===== src/rtl/rgb_pwm_arbiter.sv =====
// Two-LED RGB PWM driver arbitrating between a persistent software setpoint
// and a timed high-priority event flash; duty changes land only on period boundaries.
module rgb_pwm_arbiter #(
  parameter int unsigned PWM_BITS = 8,
  parameter int unsigned PRESCALE = 16,
  parameter int unsigned DUR_BITS = 16
) (
  input  logic                  clk,
  input  logic                  rst,
  input  logic                  sw_valid,
  output logic                  sw_ready,
  input  logic                  sw_sel,
  input  logic [3*PWM_BITS-1:0] sw_duty,
  input  logic                  ev_valid,
  output logic                  ev_ready,
  input  logic [1:0]            ev_mask,
  input  logic [3*PWM_BITS-1:0] ev_duty,
  input  logic [DUR_BITS-1:0]   ev_dur,
  output logic                  ev_busy,
  output logic [5:0]            rgb
);

  localparam int unsigned PRE_W = (PRESCALE > 1) ? $clog2(PRESCALE) : 1;

  typedef struct packed {
    logic [PWM_BITS-1:0] b;
    logic [PWM_BITS-1:0] g;
    logic [PWM_BITS-1:0] r;
  } duty_t;

  typedef enum logic [1:0] {
    IDLE = 2'd0,
    PEND = 2'd1,
    ACT  = 2'd2
  } ev_state_t;

  logic [PRE_W-1:0]    pre;
  logic [PWM_BITS-1:0] pc;
  logic                tick;
  logic                bound;

  duty_t               sw_shadow [2];
  duty_t               act_duty  [2];

  ev_state_t           ev_state;
  logic [1:0]          ev_mask_q;
  duty_t               ev_duty_q;
  logic [DUR_BITS-1:0] ev_dur_q;
  logic [DUR_BITS-1:0] remain;

  logic                sw_accept;
  logic                ev_accept;
  logic                ev_next_active;

  assign tick      = (pre == PRE_W'(PRESCALE - 1));
  assign bound     = tick && (pc == '1);
  assign sw_accept = sw_valid && sw_ready;
  assign ev_accept = ev_valid && ev_ready;

  // Event owns the masked LEDs during the period that starts at this boundary
  assign ev_next_active = ((ev_state == PEND) && (ev_dur_q != '0)) ||
                          ((ev_state == ACT)  && (remain != DUR_BITS'(1)));

  // Prescaler and PWM period counter
  always_ff @(posedge clk) begin
    if (rst) begin
      pre <= '0;
      pc  <= '0;
    end else begin
      if (tick) begin
        pre <= '0;
        pc  <= pc + PWM_BITS'(1);
      end else begin
        pre <= pre + PRE_W'(1);
      end
    end
  end

  // Software write channel: always ready once out of reset
  always_ff @(posedge clk) begin
    if (rst) begin
      sw_ready     <= 1'b0;
      sw_shadow[0] <= '0;
      sw_shadow[1] <= '0;
    end else begin
      sw_ready <= 1'b1;
      if (sw_accept) begin
        sw_shadow[sw_sel] <= duty_t'(sw_duty);
      end
    end
  end

  // Event FSM; ready/busy are registered from the next state
  always_ff @(posedge clk) begin
    if (rst) begin
      ev_state  <= IDLE;
      ev_ready  <= 1'b0;
      ev_busy   <= 1'b0;
      ev_mask_q <= '0;
      ev_duty_q <= '0;
      ev_dur_q  <= '0;
      remain    <= '0;
    end else begin
      case (ev_state)
        IDLE: begin
          ev_ready <= 1'b1;
          ev_busy  <= 1'b0;
          if (ev_accept) begin
            ev_mask_q <= ev_mask;
            ev_duty_q <= duty_t'(ev_duty);
            ev_dur_q  <= ev_dur;
            ev_state  <= PEND;
            ev_ready  <= 1'b0;
            ev_busy   <= 1'b1;
          end
        end
        PEND: begin
          if (bound) begin
            if (ev_dur_q == '0) begin
              ev_state <= IDLE;
              ev_ready <= 1'b1;
              ev_busy  <= 1'b0;
            end else begin
              remain   <= ev_dur_q;
              ev_state <= ACT;
            end
          end
        end
        ACT: begin
          if (bound) begin
            remain <= remain - DUR_BITS'(1);
            if (remain == DUR_BITS'(1)) begin
              ev_state <= IDLE;
              ev_ready <= 1'b1;
              ev_busy  <= 1'b0;
            end
          end
        end
        default: begin
          ev_state <= IDLE;
          ev_ready <= 1'b0;
          ev_busy  <= 1'b0;
        end
      endcase
    end
  end

  // Active duties reload only at the period boundary
  always_ff @(posedge clk) begin
    if (rst) begin
      act_duty[0] <= '0;
      act_duty[1] <= '0;
    end else if (bound) begin
      for (int i = 0; i < 2; i++) begin
        act_duty[i] <= (ev_next_active && ev_mask_q[i]) ? ev_duty_q : sw_shadow[i];
      end
    end
  end

  // PWM comparators; duty of all-ones leaves one low tick per period
  always_ff @(posedge clk) begin
    if (rst) begin
      rgb <= '0;
    end else begin
      rgb[0] <= (pc < act_duty[0].r);
      rgb[1] <= (pc < act_duty[0].g);
      rgb[2] <= (pc < act_duty[0].b);
      rgb[3] <= (pc < act_duty[1].r);
      rgb[4] <= (pc < act_duty[1].g);
      rgb[5] <= (pc < act_duty[1].b);
    end
  end

endmodule


===== config.mk =====
export PLATFORM = sky130hd
export DESIGN_NAME = rgb_pwm_arbiter
export DESIGN_NICKNAME = d
export VERILOG_FILES = /design/src/rtl/rgb_pwm_arbiter.sv
export SDC_FILE = /design/constraint.sdc
export NUM_CORES = 1
export LEC_CHECK = 0
export BUFFER_PORTS_ARGS = -buffer_cell sky130_fd_sc_hd__buf_2
export CAP_MARGIN = 20
export CORE_MARGIN = 1
export CORE_UTILIZATION = 35
export CTS_CLUSTER_DIAMETER = 200
export CTS_CLUSTER_SIZE = 16
export DETAILED_ROUTE_END_ITERATION = 8
export PLACE_DENSITY = 0.54
export SLEW_MARGIN = 20
export SYNTH_ARGS = -nofsm -noshare
export SYNTH_HDL_FRONTEND = slang
export SYNTH_SLANG_ARGS = --single-unit
export TNS_END_PERCENT = 10

===== constraint.sdc =====
create_clock -name clk -period 4.5 [get_ports clk]
set_input_delay 0.45 -clock clk [delete_from_list [all_inputs] [get_ports clk]]
set_output_delay 0.45 -clock clk [all_outputs]
set_load 0.05 [all_outputs]

* Word level (Yosys, flattened, before mapping)
Memory sizes are Yosys's and may differ from the RTL's.
Cells that the tools add are included.
** Word-level totals
- Bits of input ports :: 71
- Bits in writable memories :: 96
- Memories :: 2
- Output and inout bits :: 9
- Flip-flop bits (word level) :: 81
** Memory list
- act_duty :: words 2, bits a word 24, read ports 2, clocked after memory_dff 0, write ports 2, line 43 : duty_t act_duty [2];
- sw_shadow :: words 2, bits a word 24, read ports 2, clocked after memory_dff 0, write ports 2, line 42 : duty_t sw_shadow [2];
** Operators by class
- Reduce and logical (&&, ||, !) cells :: 18
- Add/sub/neg operators :: 3
- Eq/ne operators :: 12
- Muxes and demuxes :: 38
- Bitwise logic cells :: 2
- $lt $le $gt $ge :: 6
** Operator list (number)
- two-way mux 24 bit :: 5
- less-than comparator 8 bit :: 6
- two-way mux 16 bit :: 3
- case mux 16 bit (2 select lines) :: 1
- OR reduction 24 bit :: 1
- two-way mux 1 bit :: 21
- equality test 16 x 1 -> 1 bit (second input constant) :: 1
- logical NOT 16 bit :: 1
- inequality test 16 x 1 -> 1 bit (second input constant) :: 1
- nonzero test 16 bit :: 1
- subtractor 16 x 1 -> 16 bit (second input constant) :: 1
- AND reduction 4 bit :: 3
- two-way mux 2 bit :: 5
- adder 8 x 1 -> 8 bit (second input constant) :: 1
- equality test 8 bit (second input constant) :: 1
- inequality test 2 bit (second input constant) :: 4
- logical AND 1 bit :: 7
- case mux 1 bit (3 select lines) :: 2
- case mux 2 bit (3 select lines) :: 1
- adder 4 x 1 -> 4 bit (second input constant) :: 1
- equality test 4 bit (second input constant) :: 1
- inequality test 2 x 1 -> 1 bit (second input constant) :: 2
- equality test 2 x 1 -> 1 bit (second input constant) :: 1
- equality test 2 bit (second input constant) :: 1
- 6 further kinds :: 7

* Logic depth before layout (Yosys ltp)
Gate-level depths: netlist of run 1.
- Depth after elaboration :: 6
- Depth in mapped cells :: 9
- Depth with buffers taken out :: 7

* Worst setup path before layout of run 1
No wires, ideal clock.
- Path type :: reg-to-reg
- Start point :: register sw_ready
- End point :: memory sw_shadow[0][0] (netlist bit) (enable)
- Period minus slack after synthesis :: 2.963 ns
- Arrival time :: 2.525 ns
- Slack :: 1.537 ns
- Stages on the path, launching flop included :: 3
- Data required time :: 4.062 ns
- Cells stage by stage :: dfxtp_1 nand2_1 o21ai_0
** RTL lines
- start: declaration :: line 11 : output logic sw_ready,
- start signal: assignment :: line 82 : sw_ready <= 1'b0;
- start signal: assignment :: line 86 : sw_ready <= 1'b1;
- end: declaration :: line 42

==> results of run 1 <==
cell type report:
cell class,count,area (µm²)
fill,2433,14300
sequential,177,4500
multi-input combinational,617,3690
timing repair buffer,94,508
clock buffer,18,429
tap,324,405
inverter,55,206
clock inverter,14,173
path summary, 6_finish.rpt:
kind                             startpoint                             to  cells after the start
setup / recovery  ev_dur_q[11]$_SDFFE_PP0P_  act_duty[0][44]$_SDFFCE_PN0P_                      6
hold / removal                   ev_mask[1]      ev_mask_q[1]$_SDFFE_PP0P_                      3
hold reg to reg   ev_dur_q[13]$_SDFFE_PP0P_      ev_dur_q[13]$_SDFFE_PP0P_                      2
setup reg to reg  ev_dur_q[11]$_SDFFE_PP0P_  act_duty[0][44]$_SDFFCE_PN0P_                      6
metrics by stage:
stage	instance area (µm²)	instances	power, µW	util [%]	hold WS [ps]
finish	9920	1299	4070	40.9	237
floorplan	8610	906	2380	-	444
CTS	9920	1299	4100	40.9	217
detailed placement	9320	1267	2600	38.4	461
global route	9920	1299	4240	40.9	232
global placement	9320	1267	2590	38.4	459
cells by family (layout without fill, tap and decap cells):
group                      count (synthesis)  count (layout)  synth area share, %
adders and majority gates                 50              50                 7.27
xor gates and xnor gates                   7               7                0.712
DFF                                      177             177                 52.3
AOI/OAI and AO/OA                        243             243                 15.7
buffers and inverters                    112             181                 5.11
muxes                                      6               6                0.727
and+or+nand+nor                          311             311                 18.2
power breakdown:
group | internal (µW) | switching (µW)
registers | 1810 | 70.4
logic | 191 | 486
clock network | 794 | 717
metal layers:
layer  track usage (%)  wire length [µm]  vias to the layer above
met5                 0                 0                        -
met4              6.56               402                        0
met3              3.11               877                       22
met2              28.1             10000                      160
met1              24.1             10300                     3093
li1                  -                 -                     3303
registers in the layout, summed over array words and instances, names as in the netlist:
register,cells
ev_duty_q,24
ev_dur_q,16
ev_ready,1
rgb,6
remain,16
pc,8
act_duty,48
pre,4
ev_mask_q,2
sw_ready,1
ev_busy,1
sw_shadow,48
ev_state,2
cells in the mapped netlist, types with 5 or more instances:
cell type and number:
a21oi_1 128, nand2_1 114, edfxtp_1 96, dfxtp_1 81, inv_1 55, o21ai_1 54
nand3_1 51, ha_1 50, and2_1 49, clkbuf_1 42, nor2_1 29, o21ai_0 22
nor3_1 11, a21o_1 10, nor4_1 10, nor2b_1 9, buf_2 7, nand2b_1 7
a211oi_1 6, or3_1 6, and3_1 5, buf_1 5, o31ai_1 5
worst reg2reg max path, delay by kind of cell (launching register included):
family	cells	cell delay [ps]
AOI/OAI and AO/OA	4	1550
and+or+nand+nor	1	510
buffers and inverters	1	380
DFF	1	330
==> impl_metrics.env, run 1 <==
export IMPL_slowest_delay_ps=880
export IMPL_max_clock_path_buffers=2
export IMPL_setup_tns_ps=0
export IMPL_ys_warn_count=0
export IMPL_die_width_um=159
export IMPL_rsz0062_at_grt="false"
export IMPL_synth_ff_type="edfxtp_1"
export IMPL_crit_type="register to register"
export IMPL_finClkSkew_ps=16.2
export IMPL_clkLatencyLatePin_ps=440
export IMPL_ant_nets=0
export IMPL_core_area_um2=24200
export IMPL_drive_gt1_share_pct=14.8
export IMPL_ios=80
export IMPL_postSynth_asyncResetShare_pct=0
export IMPL_firstDrtPassIters=5
export IMPL_postSynthCellCount=906
export IMPL_cts_tree="done"
export IMPL_via_count=6578
export IMPL_ys_top_cells_by_area="edfxtp_1 (33%), dfxtp_1 (19%), a21oi_1 (7.4%), ha_1 (7.3%), nand2_1 (5.0%)"
export IMPL_fin_crit_sh_pct=64.9
export IMPL_critPathLaunchType="register"
export IMPL_antenna_found_initial=0
export IMPL_cp_num_buf_inv=1
export IMPL_powerDensity_nw_per_um2=410
export IMPL_synth_distinct_cells=54
export IMPL_slew_violations=0
export IMPL_grt_overflow=0
export IMPL_cp_required_ps=4780
export IMPL_cts_hold_buffers=0
export IMPL_post_place_ws_ps=1620
export IMPL_syn_area_um2=8610
export IMPL_endpoint_kind="register"
export IMPL_crit_slowest_cell="a21oi_4"
export IMPL_syn_num_nets=1027
export IMPL_drc_errors=0
export IMPL_synth_enable_flop_cells=96
export IMPL_min_period_ps=2920
export IMPL_place_gp_congestion=0.784
export IMPL_hold_class="input port to register"
export IMPL_fin_nets=1083
export IMPL_final_cell_mix="a21oi_1 (128), nand2_1 (113), edfxtp_1 (96)"
export IMPL_post_cts_buffers=0
export IMPL_finalHoldViolations=0
export IMPL_worstMarginPinSlew_ps=1020
export IMPL_initial_utilization_pct=35.5
export IMPL_port_buffers=79
export IMPL_cts_resized=0
export IMPL_drt_initial_drc_count=403
export IMPL_grt_pass1_vias=6409
export IMPL_maxClockFrequency_mhz=342
export IMPL_numCtsBuffers=17
export IMPL_antenna_cells=0
export IMPL_status="finished clean"
export IMPL_final_common_cell="a21oi_1"
export IMPL_syn_avg_cell_area_um2=9.50
export IMPL_dpl_hpwl_mm=14.2
export IMPL_synth_area_leader_cell="edfxtp_1"
export IMPL_routed_wl_mm=21.6
export IMPL_p_leak_uw=0.00377
export IMPL_drv_cap=0
export IMPL_cpLargestDelayFamily="compound AO/OA/AOI/OAI gates"
export IMPL_setup_violations=0
export IMPL_crit_arrival_ps=3210
export IMPL_cts_root_buf="clkbuf_16"
export IMPL_num_rows=57
export IMPL_wl_per_cell_um=16.6
export IMPL_grt_max_degree=49
export IMPL_crit_chain="nor4_1, a41oi_1, a21oi_4, buf_4, o21ai_1, a21oi_1"
export IMPL_numClockSinks=177
export IMPL_dieArea_um2=25200
export IMPL_grtUsageTotal_pct=17.7
export IMPL_grt_pass1_wl_mm=34.8
export IMPL_synth_seq_cells=177
export IMPL_synth_top_area_share_pct=33.5
export IMPL_vdd_drop_max_mv=0.215
export IMPL_dieHeight_um=159
export IMPL_ys_seq_area_share_pct=52.3
export IMPL_htree_levels=4
export IMPL_slew_headroom_pct=31.8
export IMPL_viasPerCell=5.06
export IMPL_cp_max_fo=34
export IMPL_final_setup_worst_slack_ps=1580
export IMPL_areaGrowthSynthToFinish_pct=15.2
export IMPL_rrSetupSlack_ps=1580
export IMPL_clkTransAtPathRegs_ps=80
(Power assumes the default switching activity.)
==> inputs of run 2 (changes only) <==
--- a/config.mk
+++ b/config.mk
@@ -5,6 +5,7 @@
 export SDC_FILE = /design/constraint.sdc
 export NUM_CORES = 1
 export LEC_CHECK = 0
+export ABC_AREA = 1
 export BUFFER_PORTS_ARGS = -buffer_cell sky130_fd_sc_hd__buf_2
 export CAP_MARGIN = 20
 export CORE_MARGIN = 1
==> constraint.sdc (replaced) <==
create_clock -name clk -period 2.7 [get_ports clk]
set_input_delay 0.27 -clock clk [delete_from_list [all_inputs] [get_ports clk]]
set_output_delay 0.27 -clock clk [all_outputs]
set_load 0.05 [all_outputs]
==> impl_metrics.env, run 2 <==
export IMPL_status="finished clean"
export IMPL_cts_hold_buffers=0
export IMPL_wl_per_cell_um=13.7
export IMPL_synth_distinct_cells=34
export IMPL_crit_arrival_ps=2160
export IMPL_clkTransAtPathRegs_ps=90
export IMPL_fillCellCount=2540
export IMPL_firstDrtPassIters=5
export IMPL_htree_levels=4
export IMPL_final_area_um2=10300
export IMPL_ant_nets=0
export IMPL_yosys_area_share_simple_pct=21.6
export IMPL_num_rows=58
export IMPL_cts_tree="done"
export IMPL_dieHeight_um=162
export IMPL_ys_seq_area_share_pct=50.3
export IMPL_post_cts_buffers=0
export IMPL_grt_pass1_vias=6449
export IMPL_finalHoldViolations=0
export IMPL_worstMarginPinSlew_ps=814
export IMPL_finClkSkew_ps=15.3
export IMPL_via_count=6990
export IMPL_powerDensity_nw_per_um2=702
export IMPL_ios=80
export IMPL_ff_latch_area_um2=4500
export IMPL_postSynthCellCount=1093
export IMPL_pwr_share_clk_pct=35.7
export IMPL_routed_wl_mm=20.5
export IMPL_ys_top_cells_by_count="nor2_1 (181), nand2_1 (178), inv_1 (153)"
export IMPL_syn_num_nets=1214
export IMPL_seq_power_share_pct=44.2
export IMPL_crit_type="register to register"
export IMPL_p_sw_share_pct=33.9
export IMPL_min_from="ev_duty[14]"
export IMPL_critPathLaunchType="register"
export IMPL_syn_area_um2=8960
export IMPL_place_gp_congestion=0.831
export IMPL_p_leak_uw=0.00454
export IMPL_max_clock_path_buffers=2
export IMPL_syn_avg_cell_area_um2=8.20
export IMPL_antenna_found_initial=0
export IMPL_core_area_um2=25200
export IMPL_dpl_hpwl_mm=13.9
export IMPL_grt_overflow=0
export IMPL_numClockSinks=177
export IMPL_initial_utilization_pct=35.6
export IMPL_drt_initial_drc_count=414
export IMPL_rsz0062_at_grt="false"
export IMPL_slew_violations=0
export IMPL_fin_crit_sh_pct=73.2
export IMPL_antenna_cells=0
export IMPL_synth_mux_area_fraction_pct=0
export IMPL_p_int_uw=4780
export IMPL_yosysMostFrequentCell="nor2_1"
export IMPL_endpoint_kind="register"
export IMPL_die_width_um=162
export IMPL_reg_top3="act_duty x48, sw_shadow x48, ev_duty_q x24"
export IMPL_synth_top_family_by_area="simple AND/OR/NAND/NOR gates"
export IMPL_slew_headroom_pct=45.7
export IMPL_synth_fa_ha_area_share_pct=6.98
export IMPL_cp_required_ps=2880
export IMPL_clkLatencyLatePin_ps=440
export IMPL_fin_cells=1501
export IMPL_final_cell_mix="nor2_1 (181), nand2_1 (177), inv_1 (153)"
export IMPL_synth_area_leader_cell="edfxtp_1"
export IMPL_dieArea_um2=26200
export IMPL_multi_input_area_um2=3620
export IMPL_synth_seq_cells=177
export IMPL_dp_cells=1469
export IMPL_synth_xor_area_share_pct=0.391
export IMPL_drc_errors=0
export IMPL_cp_max_fo=96
export IMPL_synth_ff_type="edfxtp_1"
export IMPL_fin_nets=1279
export IMPL_hold_class="input port to register"
export IMPL_postSynth_asyncResetShare_pct=0
export IMPL_drv_cap=0
export IMPL_min_period_ps=1980
export IMPL_areaGrowthSynthToFinish_pct=14.9
export IMPL_final_common_cell="nor2_1"
export IMPL_combPwrFrac_pct=20.1
export IMPL_vdd_drop_max_mv=0.359
export IMPL_maxClockFrequency_mhz=506
export IMPL_setup_tns_ps=0
export IMPL_switchingPower_uw=2450
export IMPL_worstReg2RegStart="ev_dur_q[6]$_SDFFE_PP0P_"
export IMPL_numCtsBuffers=17
export IMPL_synth_enable_flop_cells=96
export IMPL_startpoint="ev_dur_q[6]$_SDFFE_PP0P_"
export IMPL_synth_top_area_share_pct=32.2
export IMPL_grtUsageTotal_pct=16.3
export IMPL_cts_root_buf="clkbuf_16"
export IMPL_post_dp_cell_area_um2=9680
export IMPL_setup_violations=0
export IMPL_drive_gt1_share_pct=12.2
export IMPL_grt_max_degree=97
export IMPL_ys_warn_count=0
export IMPL_synth_compound_area_share_pct=11.3
export IMPL_cts_resized=0
export IMPL_grt_pass1_wl_mm=33.7
export IMPL_ys_top_cells_by_area="edfxtp_1 (32%), dfxtp_1 (18%), nor2_1 (7.6%), nand2_1 (7.5%), a21oi_1 (7.0%)"
export IMPL_port_buffers=79
export IMPL_viasPerCell=4.66
-- run 2: cell types whose count changed after synthesis, sizes merged, moves of 7 or more --
cell	delta
nor2	+158
inv	+98
nand2	+67
and2	-49
nand3	+22
clkbuf	-14
o21ai	-14
nor4	-12
a21o	-10
nand4	+9
nor2b	-9
nor3	-9
buf	+7
nand2b	-7
-- run 2: area by class of cell --
type | count | share of cell area, %
sequential | 177 | 43.7
timing repair buffer | 96 | 5.44
clock buffer | 17 | 4.13
tap | 330 | 4.01
multi-input combinational | 711 | 35.1
clock inverter | 15 | 1.88
inverter | 155 | 5.65
-- run 2: kinds of logic after synthesis --
logic type                 Yosys count
AOI/OAI and AO/OA                  198
xor gates and xnor gates             4
adders and majority gates           50
buffers and inverters              205
DFF                                177
and+or+nand+nor                    459
-- run 2: power groups by stage --
stage	combinational [µW]	clock (µW)	sequential [µW]
detailed placement	1460	0	3260
CTS	1470	2650	3200
global route	1650	2740	3230
global placement	1440	0	3260
finish	1450	2580	3200
floorplan	1070	0	3290
-- run 2: path summary, 6_finish.rpt --
kind	slack, ps	to	depth (start not counted)
max	720	act_duty[0][20]$_SDFFCE_PN0P_	9
min	100	ev_duty_q[14]$_SDFFE_PP0P_	3
max reg2reg	720	act_duty[0][20]$_SDFFCE_PN0P_	9
min reg2reg	450	ev_mask_q[1]$_SDFFE_PP0P_	2
-- run 2: metal layers --
metal  routed length (µm)  global-route usage, %
met1                10500                   23.4
met2                 9070                   25.4
met3                  722                   2.66
met4                  193                   4.59
met5                    0                      0
-- run 2: worst max-delay path, stage by stage, from the launching register on --
cell	delay, ps
dfxtp_1	320
nor2_1	100
nand2_1	90
nor2_1	210
nand2_1	80
nand2_1	170
nand2_2	90
buf_12	180
a21oi_1	260
nor2_1	90
-- run 2: per-stage QoR --
step | total power [µW] | hold WS, ps | utilization (%) | setup WS, ps
2_1_floorplan | 4360 | 339 | - | 253
3_3_place_gp | 4700 | 433 | 38.4 | 820
3_5_place_dp | 4720 | 438 | 38.4 | 785
4_1_cts | 7320 | 91.6 | 40.9 | 770
5_1_grt | 7610 | 102 | 40.9 | 596
6_report | 7230 | 102 | 40.9 | 723
